<file path="src/rtl/seg_serial_rx_pkg.sv">
// rtl/seg_serial_rx_pkg.sv - shared state encoding, defaults and seven-segment table
package seg_serial_rx_pkg;

   typedef enum logic [1:0] {
      ST_IDLE  = 2'd0,
      ST_SHIFT = 2'd1,
      ST_CLOSE = 2'd2
   } rx_state_t;

   localparam int DEF_FRAME_BITS = 64;
   localparam int DEF_IDLE_CYC   = 64;

   // Entry i is the active-low pattern for hex digit i, dp bit forced high
   localparam logic [127:0] SEG_TABLE = {
      8'h8E, 8'h86, 8'hA1, 8'hC6, 8'h83, 8'h88, 8'h90, 8'h80,
      8'hF8, 8'h82, 8'h92, 8'h99, 8'hB0, 8'hA4, 8'hF9, 8'hC0
   };

   function automatic logic [7:0] seg_entry(input int idx);
      return SEG_TABLE[idx*8 +: 8];
   endfunction

endpackage

</file>
<file path="src/rtl/seg_serial_rx_decode.sv">
// rtl/seg_serial_rx_decode.sv - one segment byte to hex nibble with unknown-pattern flag
module seg7_decode
   import seg_serial_rx_pkg::*;
(
   input  logic [7:0] seg,
   output logic [3:0] nibble,
   output logic       err
);

   logic [7:0] key;

   assign key = seg | 8'h80;

   always_comb begin
      nibble = 4'h0;
      err    = 1'b1;
      for (int i = 0; i < 16; i++) begin
         if (key == seg_entry(i)) begin
            nibble = 4'(i);
            err    = 1'b0;
         end
      end
   end

endmodule

</file>
<file path="src/rtl/seg_serial_rx.sv">
// rtl/seg_serial_rx.sv - captures a serial seven-segment display stream into decoded frames
module seg_serial_rx
   import seg_serial_rx_pkg::*;
#(
   parameter int IDLE_CYC   = DEF_IDLE_CYC,
   parameter int FRAME_BITS = DEF_FRAME_BITS
) (
   input  logic        clk1,
   input  logic        rst,
   input  logic        SEG_CLK,
   input  logic        SEG_DT,
   output logic [63:0] frame,
   output logic        frame_valid,
   output logic        frame_err,
   output logic [31:0] digits,
   output logic [7:0]  dp,
   output logic [7:0]  digit_err,
   output logic        busy
);

   localparam int CW = $clog2(FRAME_BITS + 2);
   localparam int IW = $clog2(IDLE_CYC + 1);
   localparam logic [CW-1:0] CNT_FULL  = CW'(FRAME_BITS);
   localparam logic [CW-1:0] CNT_SAT   = CW'(FRAME_BITS + 1);
   localparam logic [IW-1:0] IDLE_LAST = IW'(IDLE_CYC - 1);

   rx_state_t     state, next_state;
   logic [2:0]    clk_sync;
   logic [1:0]    dt_sync;
   logic          edge_det;
   logic          bit_in;
   logic [63:0]   shreg;
   logic [CW-1:0] bit_cnt;
   logic [IW-1:0] idle_cnt;
   logic [31:0]   dec_nib;
   logic [7:0]    dec_err;
   logic [7:0]    dec_dp;

   // Third SEG_CLK flop only remembers the previous synchronized level for edge detect
   assign edge_det = clk_sync[1] & ~clk_sync[2];
   assign bit_in   = dt_sync[1];
   assign busy     = (state == ST_SHIFT);

   always_ff @(posedge clk1 or posedge rst) begin
      if (rst) begin
         clk_sync <= 3'b000;
         dt_sync  <= 2'b00;
      end else begin
         clk_sync <= {clk_sync[1:0], SEG_CLK};
         dt_sync  <= {dt_sync[0], SEG_DT};
      end
   end

   always_ff @(posedge clk1 or posedge rst) begin
      if (rst) state <= ST_IDLE;
      else     state <= next_state;
   end

   always_comb begin
      next_state = state;
      case (state)
         ST_IDLE:  if (edge_det) next_state = ST_SHIFT;
         ST_SHIFT: if (!edge_det && idle_cnt == IDLE_LAST) next_state = ST_CLOSE;
         ST_CLOSE: next_state = ST_IDLE;
         default:  next_state = ST_IDLE;
      endcase
   end

   genvar g;
   generate
      for (g = 0; g < 8; g++) begin : g_dec
         seg7_decode u_dec (
            .seg    (shreg[g*8 +: 8]),
            .nibble (dec_nib[g*4 +: 4]),
            .err    (dec_err[g])
         );
         assign dec_dp[g] = ~shreg[g*8 + 7];
      end
   endgenerate

   // Edges arriving during CLOSE fall through every branch and are dropped
   always_ff @(posedge clk1 or posedge rst) begin
      if (rst) begin
         shreg       <= '0;
         bit_cnt     <= '0;
         idle_cnt    <= '0;
         frame       <= '1;
         digits      <= '0;
         dp          <= '0;
         digit_err   <= '0;
         frame_valid <= 1'b0;
         frame_err   <= 1'b0;
      end else begin
         frame_valid <= 1'b0;
         frame_err   <= 1'b0;
         case (state)
            ST_IDLE: begin
               if (edge_det) begin
                  shreg    <= {shreg[62:0], bit_in};
                  bit_cnt  <= CW'(1);
                  idle_cnt <= '0;
               end
            end
            ST_SHIFT: begin
               if (edge_det) begin
                  shreg    <= {shreg[62:0], bit_in};
                  idle_cnt <= '0;
                  if (bit_cnt != CNT_SAT) bit_cnt <= bit_cnt + CW'(1);
               end else if (idle_cnt != IDLE_LAST) begin
                  idle_cnt <= idle_cnt + IW'(1);
               end
            end
            ST_CLOSE: begin
               if (bit_cnt == CNT_FULL) begin
                  frame       <= shreg;
                  digits      <= dec_nib;
                  dp          <= dec_dp;
                  digit_err   <= dec_err;
                  frame_valid <= 1'b1;
               end else begin
                  frame_err   <= 1'b1;
               end
            end
            default: ;
         endcase
      end
   end

endmodule

</file>
<file path="config.mk">
export PLATFORM = sky130hd
export DESIGN_NAME = seg_serial_rx
export DESIGN_NICKNAME = d
export VERILOG_FILES = /design/src/rtl/seg_serial_rx_pkg.sv /design/src/rtl/seg_serial_rx_decode.sv /design/src/rtl/seg_serial_rx.sv
export SDC_FILE = /design/constraint.sdc
export NUM_CORES = 1
export LEC_CHECK = 0
export ABC_AREA = 1
export BUFFER_PORTS_ARGS = -buffer_cell sky130_fd_sc_hd__buf_2
export CAP_MARGIN = 20
export CORE_UTILIZATION = 58
export CTS_CLUSTER_DIAMETER = 50
export DETAILED_ROUTE_END_ITERATION = 12
export GPL_TIMING_DRIVEN = 0
export PLACE_DENSITY = 0.8
export SYNTH_ARGS = -nofsm -noshare
export SYNTH_HDL_FRONTEND = slang
export SYNTH_SLANG_ARGS = --single-unit
</file>
<file path="constraint.sdc">
create_clock -name clk1 -period 7.1 [get_ports clk1]
set_input_delay 0.71 -clock clk1 [delete_from_list [all_inputs] [get_ports clk1]]
set_output_delay 0.71 -clock clk1 [all_outputs]
set_load 0.02 [all_outputs]
</file>
==> results.toml <==
[power]
seqPwrFrac = 0.516
leakagePower_nw = 5.37
switchingPower_w = 0.000619
p_sw_frac = 0.263
ir_drop_uv = 165
clock_power_share = 0.390
intPower_w = 0.00173
power_frac_comb = 0.094
power_density_mw_per_mm2 = 215

[floorplan]
core_mm2 = 0.0159
num_rows = 46
die_area_mm2 = 0.0168
die_x_um = 130
num_io_pins = 119
start_util = 0.596
die_h_um = 130

[synth]
synth_sequential_area_ratio = 0.534
synth_fp_nets = 1194
syn_area_per_cell_um2 = 7.99
synth-seq-cells = 199
ys_warn_count = 0
synth_cells = 1186
syn_area_mm2 = 0.00947
synth_cell_types = 40

[setup_path]
startpoint = "state[1]"
worstPathRequired_ns = 6.39
cp_slowest_cell = "dfrtp_1"
cp_cell_sequence = "inv_1 -> nand2_1 -> inv_1 -> buf_2"
cp_slowest_stage_delay_ns = 0.36
cp.arrival_ns = 1.56
start_kind = "register"
r2r-start = "bit_cnt[0]"
worstSetupEndpointType = "primary output"
setup.worst_path.class = "register to primary output"
crit_top_cell = "inv_1"
worst-path-max-fanout = 10

[global_route]
grt-ovfl-total = 0
grt_pass1_wl_um = 38600
gr-usage-all-layers = 0.296
grt_pass1_vias = 7794
antenna_found_initial = 0
grt_max_degree = 121

[clock_network]
cts_max_level = 4
cts_hold_buffers = 0
cts_buffers = 17
insertion_delay_ns = 0.43
cts_root_buf = "clkbuf_16"
clock-sinks = 199
cts_buffer_depth = 2
postCtsResizedCells = 0
postCtsSetupBuffers = 0
path_clk_slew_ns = 0.07
cts_tree = "yes"

[cells_and_area]
final_area_mm2 = 0.0109
area_delta_synth_final_pct = 15.2
final_common_cell = "nand2_1"
final_layout_size_suffix_gt1_frac = 0.181
diodes = 0
nFillCells = 1393
mostFrequentLayoutCells = "nand2_1, nor2_1, o21ai_0"
instances_no_fill = 1552
fin_nets = 1332

[sta]
max-slew-margin-rel = 0.577
rsz0062_at_grt = "no"
setup_slack_ns = 4.83
skew_ns = 0.00837
period_share = 0.319
worstMarginPinSlew_ns = 0.635
hold_ws_ns = 0.329
fin_crit_ns = 2.27
hold_viol = 0
fmax_mhz = 441
maxSlewViolCount = 0
final-setup-viol-count = 0

[drt]
drc = 0
wl_per_cell_um = 15.2
ant_nets = 0
via_per_inst = 5.45
drtIter0Drc = 656
firstDrtPassIters = 5
drt-total-wl_um = 23500
num_vias = 8463

[placement]
dp.cells = 1521
placed_area_mm2 = 0.0104
port_buffers = 118
routabilityCongestion = 0.935
dp_hpwl_um = 16700
dp_slack_ns = 5.09

[min_path]
hp-class = "input port to async pin"

[run]
max_cap_violations = 0

[status]
outcome = "finished clean"
==> synth_stat cells <==
cell | n | area share
nand2_1 | 296 | 0.12
nor2_1 | 176 | 0.070
o21ai_0 | 153 | 0.081
dfrtp_1 | 135 | 0.36
inv_1 | 105 | 0.042
nand3_1 | 93 | 0.049
dfstp_2 | 64 | 0.18
nor3_1 | 27 | 0.014
nand4_1 | 21 | 0.014
clkbuf_1 | 19 | 0.0075
buf_2 | 15 | 0.0079
o21a_1 | 12 | 0.0095
a21oi_1 | 7 | 0.0037
o21ai_1 | 7 | 0.0037
nand3b_1 | 5 | 0.0040
o22a_1 | 5 | 0.0046
and3_1 | 4 | 0.0026
ha_1 | 4 | 0.0053
nor2_2 | 4 | 0.0026
o31ai_1 | 4 | 0.0032
xnor2_1 | 4 | 0.0037
nand2_2 | 2 | 0.0013
o211ai_1 | 2 | 0.0016
o22ai_1 | 2 | 0.0013
o32ai_1 | 2 | 0.0018
o41ai_1 | 2 | 0.0018
or2_2 | 2 | 0.0013
xor2_1 | 2 | 0.0018
a21o_1 | 1 | 0.00079
a311oi_1 | 1 | 0.00092
a31oi_1 | 1 | 0.00066
and2_1 | 1 | 0.00066
buf_1 | 1 | 0.00040
buf_6 | 1 | 0.0012
clkinv_4 | 1 | 0.00092
inv_2 | 1 | 0.00040
nand2_4 | 1 | 0.0012
nor2b_1 | 1 | 0.00066
nor3_2 | 1 | 0.0011
or2_1 | 1 | 0.00066
==> cell families (layout without fill, tap and decap cells) <==
family          Yosys count  after routing  share of synthesized area
simple gates            635            635                      0.280
xor+xnor                  6              6                    0.00555
buf+inv                 143            293                     0.0600
flops                   199            199                      0.534
fa+ha+maj                 4              4                    0.00528
compound gates          199            199                      0.115
==> critical path: cells and delay by family (launching register included) <==
| family | cells | cell delay (ns) |
|---|---|---|
| flops | 1 | 0.36 |
| buf+inv | 3 | 0.50 |
| simple gates | 1 | 0.25 |
==> worst paths after layout <==
kind	slack (ns)	endpoint	cells after the start
worst max-delay path	4.83	busy	4
worst min-delay path	0.33	shreg[42]	2
worst max register to register	5.06	digits[24]	10
worst min register to register	0.35	clk_sync[1]	0
max in group asynchronous	5.78	shreg[7]	3
min in group clk1	0.35	clk_sync[1]	0
==> power groups by stage <==
stage	Clock [W]	Sequential [W]	Combinational, W
2_1_floorplan	0	0.00122	0.000170
3_3_place_gp	0	0.00123	0.000213
3_5_place_dp	0	0.00123	0.000219
4_1_cts	0.000927	0.00121	0.000222
5_1_grt	0.000966	0.00122	0.000257
6_report	0.000916	0.00121	0.000221
==> flip-flops by register name, indices dropped and copies added, names as in the netlist <==
name / cells
bit_cnt: 7
state: 2
dp: 8
frame_err: 1
digit_err: 8
frame: 64
clk_sync: 3
idle_cnt: 7
digits: 32
dt_sync: 2
frame_valid: 1
shreg: 64
==> metal layers <==
layer | vias up | part of all wire | track usage
met5 | - | 0 | 0
met4 | 0 | 0.0090 | 0.0828
met3 | 17 | 0.053 | 0.0431
met2 | 268 | 0.48 | 0.482
met1 | 4017 | 0.46 | 0.415
li1 | 4161 | - | -
==> metrics by stage <==
| step | total power, W | utilization | TNS (ns) |
|---|---|---|---|
| 2_1_floorplan | 0.00139 | - | 0 |
| 3_3_place_gp | 0.00144 | 0.650 | -129.92 |
| 3_5_place_dp | 0.00145 | 0.653 | 0 |
| 4_1_cts | 0.00236 | 0.687 | 0 |
| 5_1_grt | 0.00244 | 0.687 | 0 |
| 6_report | 0.00235 | 0.687 | 0 |
==> area by class of cell <==
cell class	count	area, um2	area share
tap	216	270	0.0248
timing repair buffer	119	618	0.0566
clock inverter	12	104	0.00952
multi-input combinational	844	3840	0.352
inverter	107	414	0.0379
sequential	199	5060	0.464
buffer	36	161	0.0148
clock buffer	19	443	0.0406
Power figures use the tool's default switching activity.
